`src/rtl/scan_ctrl_pkg.sv`:
```
// scan_ctrl_pkg: shared state encoding and sizing helper for the scan chain controller.
package scan_ctrl_pkg;
  typedef enum logic [2:0] {IDLE, SHIFT, CAPT, WAIT, FLUSH} scan_state_t;
  function automatic int cnt_width(input int n);
    return (n > 1) ? $clog2(n) : 1;
  endfunction
endpackage

```
`src/rtl/scan_shreg.sv`:
```
// scan_shreg: shift register with parallel load, serial input into the MSB and shift towards bit 0.
module scan_shreg #(
  parameter int W = 16
) (
  input  logic         clk,
  input  logic         rst_n,
  input  logic         load_i,
  input  logic [W-1:0] load_data_i,
  input  logic         shift_i,
  input  logic         si_i,
  output logic [W-1:0] q_o
);
  logic [W-1:0] q_q;
  always_ff @(posedge clk or negedge rst_n)
    if (!rst_n) q_q <= '0;
    else if (load_i) q_q <= load_data_i;
    else if (shift_i) q_q <= {si_i, q_q[W-1:1]};
  assign q_o = q_q;
endmodule

```
`src/rtl/scan_chain_ctrl.sv`:
```
// scan_chain_ctrl: loads patterns onto a scan chain, captures, and unloads responses overlapped with the next load.
// Optional response compare against an expected word is built when SCAN_CHAIN_COMPARE_EN is defined.
module scan_chain_ctrl
  import scan_ctrl_pkg::*;
#(
  parameter int CHAIN_LEN      = 16,
  parameter int CAPTURE_CYCLES = 1
) (
  input  logic                 CK,
  input  logic                 RN,
  input  logic                 pat_valid,
  output logic                 pat_ready,
  input  logic [CHAIN_LEN-1:0] pat_data,
`ifdef SCAN_CHAIN_COMPARE_EN
  input  logic [CHAIN_LEN-1:0] pat_exp,
  output logic                 rsp_mismatch,
`endif
  output logic                 rsp_valid,
  input  logic                 rsp_ready,
  output logic [CHAIN_LEN-1:0] rsp_data,
  output logic                 scan_se,
  output logic                 scan_si,
  input  logic                 scan_so,
  output logic                 chain_ck_en,
  output logic                 busy
);
  localparam int CW = cnt_width(CHAIN_LEN);
  localparam logic [CW-1:0] LAST_SHIFT = CW'(CHAIN_LEN - 1);
  localparam logic [CW-1:0] LAST_CAPT  = CW'(CAPTURE_CYCLES - 1);

  scan_state_t          state_q, state_d;
  logic [CW-1:0]        cnt_q, cnt_d;
  logic                 unload_pend_q, unload_pend_d;
  logic                 rsp_valid_q, rsp_valid_d;
  logic [CHAIN_LEN-1:0] rsp_data_q, rsp_data_d;
  logic                 scan_se_q, ck_en_q, busy_q, ready_q;
  logic [CHAIN_LEN-1:0] load_q, unload_q;
  logic                 slot_free, accept, unload_shift, publish, last_shift, last_capt;
  logic                 unused_bits;

  assign slot_free    = !rsp_valid_q || rsp_ready;
  assign last_shift   = cnt_q == LAST_SHIFT;
  assign last_capt    = cnt_q == LAST_CAPT;
  // IDLE never unloads, so it may accept even while a response is still held
  assign pat_ready    = ready_q && (state_q == IDLE || slot_free);
  assign accept       = pat_valid && pat_ready;
  assign unload_shift = (state_q == SHIFT && unload_pend_q) || state_q == FLUSH;
  assign publish      = unload_shift && last_shift;
  assign unused_bits  = ^{load_q[CHAIN_LEN-1:1], unload_q[0]};

  scan_shreg #(.W(CHAIN_LEN)) u_load_sr (
    .clk(CK), .rst_n(RN), .load_i(accept), .load_data_i(pat_data),
    .shift_i(state_q == SHIFT), .si_i(1'b0), .q_o(load_q)
  );

  scan_shreg #(.W(CHAIN_LEN)) u_unload_sr (
    .clk(CK), .rst_n(RN), .load_i(1'b0), .load_data_i('0),
    .shift_i(unload_shift), .si_i(scan_so), .q_o(unload_q)
  );

  always_comb begin
    state_d = state_q;
    case (state_q)
      IDLE:    state_d = accept ? SHIFT : IDLE;
      SHIFT:   state_d = last_shift ? CAPT : SHIFT;
      CAPT:    state_d = !last_capt ? CAPT : accept ? SHIFT : slot_free ? FLUSH : WAIT;
      WAIT:    state_d = accept ? SHIFT : slot_free ? FLUSH : WAIT;
      FLUSH:   state_d = last_shift ? IDLE : FLUSH;
      default: state_d = IDLE;
    endcase
    cnt_d         = (state_d != state_q) ? '0 : cnt_q + 1'b1;
    unload_pend_d = (state_q == CAPT && last_capt) ? 1'b1 :
                    (state_q == FLUSH && last_shift) ? 1'b0 : unload_pend_q;
    rsp_valid_d   = publish ? 1'b1 : rsp_ready ? 1'b0 : rsp_valid_q;
    rsp_data_d    = publish ? {scan_so, unload_q[CHAIN_LEN-1:1]} : rsp_data_q;
  end

  always_ff @(posedge CK or negedge RN)
    if (!RN) begin
      state_q       <= IDLE;
      cnt_q         <= '0;
      unload_pend_q <= 1'b0;
      rsp_valid_q   <= 1'b0;
      rsp_data_q    <= '0;
      scan_se_q     <= 1'b0;
      ck_en_q       <= 1'b0;
      busy_q        <= 1'b0;
      ready_q       <= 1'b0;
    end else begin
      state_q       <= state_d;
      cnt_q         <= cnt_d;
      unload_pend_q <= unload_pend_d;
      rsp_valid_q   <= rsp_valid_d;
      rsp_data_q    <= rsp_data_d;
      scan_se_q     <= state_d == SHIFT || state_d == FLUSH;
      ck_en_q       <= state_d inside {SHIFT, CAPT, FLUSH};
      busy_q        <= state_d != IDLE;
      ready_q       <= state_d == IDLE || state_d == WAIT || (state_d == CAPT && cnt_d == LAST_CAPT);
    end

`ifdef SCAN_CHAIN_COMPARE_EN
  logic [CHAIN_LEN-1:0] exp_load_q, exp_unl_q;
  logic                 mismatch_q;
  // expected word follows its pattern into the unload slot when capture completes
  always_ff @(posedge CK or negedge RN)
    if (!RN) begin
      exp_load_q <= '0;
      exp_unl_q  <= '0;
      mismatch_q <= 1'b0;
    end else begin
      if (accept) exp_load_q <= pat_exp;
      if (state_q == CAPT && last_capt) exp_unl_q <= exp_load_q;
      if (publish) mismatch_q <= |(rsp_data_d ^ exp_unl_q);
    end
  assign rsp_mismatch = mismatch_q;
`endif

  assign scan_si     = state_q == SHIFT && load_q[0];
  assign scan_se     = scan_se_q;
  assign chain_ck_en = ck_en_q;
  assign busy        = busy_q;
  assign rsp_valid   = rsp_valid_q;
  assign rsp_data    = rsp_data_q;
endmodule

```
`config.mk`:
```
export PLATFORM = sky130hd
export DESIGN_NAME = scan_chain_ctrl
export DESIGN_NICKNAME = d
export VERILOG_FILES = /design/src/rtl/scan_ctrl_pkg.sv /design/src/rtl/scan_shreg.sv /design/src/rtl/scan_chain_ctrl.sv
export SDC_FILE = /design/constraint.sdc
export NUM_CORES = 1
export LEC_CHECK = 0
export ABC_AREA = 1
export ABC_CLOCK_PERIOD_IN_PS = 2200
export BUFFER_PORTS_ARGS = -buffer_cell sky130_fd_sc_hd__buf_4
export CAP_MARGIN = 10
export CORE_MARGIN = 1
export CORE_UTILIZATION = 30
export DETAILED_ROUTE_END_ITERATION = 7
export GPL_TIMING_DRIVEN = 0
export PLACE_DENSITY = 0.48
export SETUP_SLACK_MARGIN = 0.02
export SLEW_MARGIN = 40
export SYNTH_ARGS = -nofsm -noshare
export SYNTH_HDL_FRONTEND = slang
export SYNTH_SLANG_ARGS = --single-unit
```
`constraint.sdc`:
```
create_clock -name CK -period 2.2 [get_ports CK]
set_input_delay 0.22 -clock CK [delete_from_list [all_inputs] [get_ports CK]]
set_output_delay 0.22 -clock CK [all_outputs]
set_load 0.1 [all_outputs]
```
==> impl_metrics.csv <==
group,metric,value,unit
status,status,"finished clean",
critical_path,path_class,"flip-flop to primary output",
clock_network,clk_pin_slew_worst_paths,0.07,ns
critical_path,critPathRequiredTime,1.98,ns
synthesis,yosysTopAreaCell,"dfrtp_1",
grt,grt_pass1_vias,2136,
cells_and_area,layout_commonest_cell,"nand2_1",
timing,fin_skew,0.00931,ns
power_and_ir_drop,power_density,1280,nW/um^2
synthesis,syn_inst,303,
synthesis,yosys-mux-area-fraction,0.804,%
floorplan,die-area,9200,um^2
synthesis,yosys.area_share.adder,0.946,%
drt,final_antenna_net_count,0,
place,hpwl,3.95,mm
clock_network,clock_sinks,60,
run,drv_cap,0,
cells_and_area,final_cells,468,
clock_network,clockRootBuffer,"clkbuf_8",
drt,vias,2126,
critical_path,path_cells,"nor3_4 -> buf_12 -> clkinvlp_4 -> nor2_2 -> buf_4",
drt,wl_per_cell,12.7,um
drt,totalWireLength,5.94,mm
critical_path,cp_num_cells,5,
synthesis,synth_top_area_share,56.7,%
synthesis,synth_area_per_cell,8.73,um^2
place,dp.cells,450,
synthesis,ys_ff_latch,60,
place,place.gp.congestion,0.788,
drt,firstDrtPassIters,4,
hold_path,hold_class,"primary input to flip-flop",
timing,fin_crit_sh,84.2,%
synthesis,syn_area,2650,um^2
timing,worst_slew_pin_slew,0.560,ns
grt,grt_overflow_total,0,
place,port_buffers,42,
grt,grt-busiest-layer,"met2",
synthesis,synth-xor-area-share,0.662,%
cells_and_area,area_delta_synth_final,26.5,%
clock_network,insertion_delay,0.33,ns
synthesis,syn-num-nets,326,
timing,setup_viol,0,
grt,antenna_found_initial,0,
clock_network,cts_tree,"yes",
cells_and_area,drive_gt1_share,22.3,%
cells_and_area,utilization,39.9,%
critical_path,critPathTopFamily,"buffers and inverters",
cells_and_area,fin_nets,382,
clock_network,htreeDepth,3,
grt,grt_util_met3,5.37,%
synthesis,yosysSeqAreaShare,56.7,%
synthesis,yosysWarnings,0,
timing,tns,0,ns
critical_path,critical_path_buf_inv_count,3,
cells_and_area,diodes,0,
clock_network,cts_buffer_depth,2,
synthesis,synthSimpleGateAreaFrac,20.7,%
critical_path,critPathMaxFanout,8,
grt,grt_max_degree,61,
critical_path,cpPeakStageDelay,0.45,ns
timing,hold_ws,0.0907,ns
timing,period_minus_slack,1.85,ns
timing,max-slew-margin-rel,62.7,%
timing,hold_viol,0,
critical_path,crit_path_start_kind,"flip-flop",
timing,rsz0062_at_grt,"no",
critical_path,critPathCaptureType,"primary output",
timing,fmax,540,MHz
grt,grt_pass1_wl,9.80,mm
floorplan,core_area,8380,um^2
power_and_ir_drop,p_leak,1.68,nW
synthesis,synth_compound_area_share,11.5,%
synthesis,synth_top_family_by_area,"simple AND/OR/NAND/NOR gates",
floorplan,die_y,95.9,um
power_and_ir_drop,power,4.27,mW
drt,dr.first_iter.drc_count,127,
cells_and_area,layout_common_cells,"nand2_1, dfrtp_1, o21ai_0",
critical_path,rr_worst_depth,6,
power_and_ir_drop,ir_worst_vdd,0.418,mV
critical_path,critical-path-slowest-cell,"dfrtp_1",
floorplan,die_w,95.9,um
clock_network,cts_buffers,9,
grt,grtUsageTotal,14.3,%
grt,use_met1,16.8,%
critical_path,cp.arrival,1.63,ns
hold_path,holdPathStages,3,
grt,gr-usage-met2,24.4,%
timing,slew_viol_final,0,
floorplan,initial_core_util,31.6,%
synthesis,synth.distinct_cells,26,
floorplan,fp-row-count,33,
synthesis,yosys-top-cells-area,"dfrtp_1, nand2_1, o21ai_0",
floorplan,ioPinCount,43,
critical_path,ff2ff_setup_slack,0.38,ns
drt,drc,0,
drt,via_per_inst,4.54,
cells in the mapped netlist, drive strengths merged:
library cell,n
nand2,82
dfrtp,60
o21ai,50
inv,49
nand3,24
nor2,9
clkbuf,8
a21oi,3
buf,3
ha,2
nand4,2
o2111ai,2
o31ai,2
xor2,2
mux2,1
mux2i,1
nor3,1
o211ai,1
or2,1
power breakdown:
| group | total [mW] | switching (mW) | internal [mW] |
|---|---|---|---|
| combinational | 1.73 | 1.16 | 0.570 |
| sequential | 1.55 | 0.158 | 1.40 |
| clock | 0.988 | 0.442 | 0.546 |
| total | 4.27 | 1.76 | 2.51 |
cell families (layout without fill, tap and decap cells):
| family | after synthesis | count (layout) |
|---|---|---|
| AO/OA/AOI/OAI | 58 | 58 |
| XOR/XNOR | 2 | 2 |
| adder cells (fa/ha/maj) | 2 | 2 |
| buffers and inverters | 60 | 120 |
| flip-flops | 60 | 60 |
| multiplexers | 2 | 2 |
| AND/OR/NAND/NOR | 119 | 119 |
tightest hold or removal path, stage by stage:
cell	delay, ns
buf_4	0.08
mux2i_1	0.05
inv_1	0.05
layout make-up:
cell class                      count  area [um^2]
Clock inverter                      4         50.0
Fill cell                         882         5030
Inverter                           49          188
Tap cell                          105          131
Sequential cell                    60         1500
Timing Repair Buffer               46          364
Clock buffer                       11          141
Buffer                             10         41.3
Multi-Input combinational cell    183          930
what timing repair did:
action	4_1_cts	5_1_grt
hold endpoints to repair	26	0
endpoints found under the setup margin	1	1
resized for setup	1	0
pin swaps	1	1
setup buffers	1	2
hold buffers	1	0
metal layers:
layer  vias to the layer above  routed length, um
met5                         -                  0
met4                         0                 65
met3                         6                314
met2                        46               2840
met1                      1003               2720
li1                       1071                  -
flip-flops by register name (all words and copies together) (netlist names):
register and count:
rsp_data 16, ready_q 1, u_unload_sr.q_o 15, cnt_q 4, state_q 3, chain_ck_en 1, rsp_valid 1, scan_se 1
busy 1, unload_pend_q 1, u_load_sr.q_o 16
worst paths after layout:
path | from | to
setup / recovery | state_q[2] | scan_si
hold / removal | pat_data[14] | u_load_sr.q_o[14]
setup reg to reg | cnt_q[0] | rsp_data[10]
hold reg to reg | rsp_data[5] | rsp_data[5]
max in group asynchronous | RN | cnt_q[3]
min in group asynchronous | RN | rsp_data[8]
per-stage QoR:
step           area (um^2)  setup slack (ns)
2_1_floorplan         2660            0.0669
3_3_place_gp          3110             0.167
3_5_place_dp          3110             0.172
4_1_cts               3320             0.104
5_1_grt               3350             0.220
6_report              3350             0.348
Power figures use the tool's default switching activity.
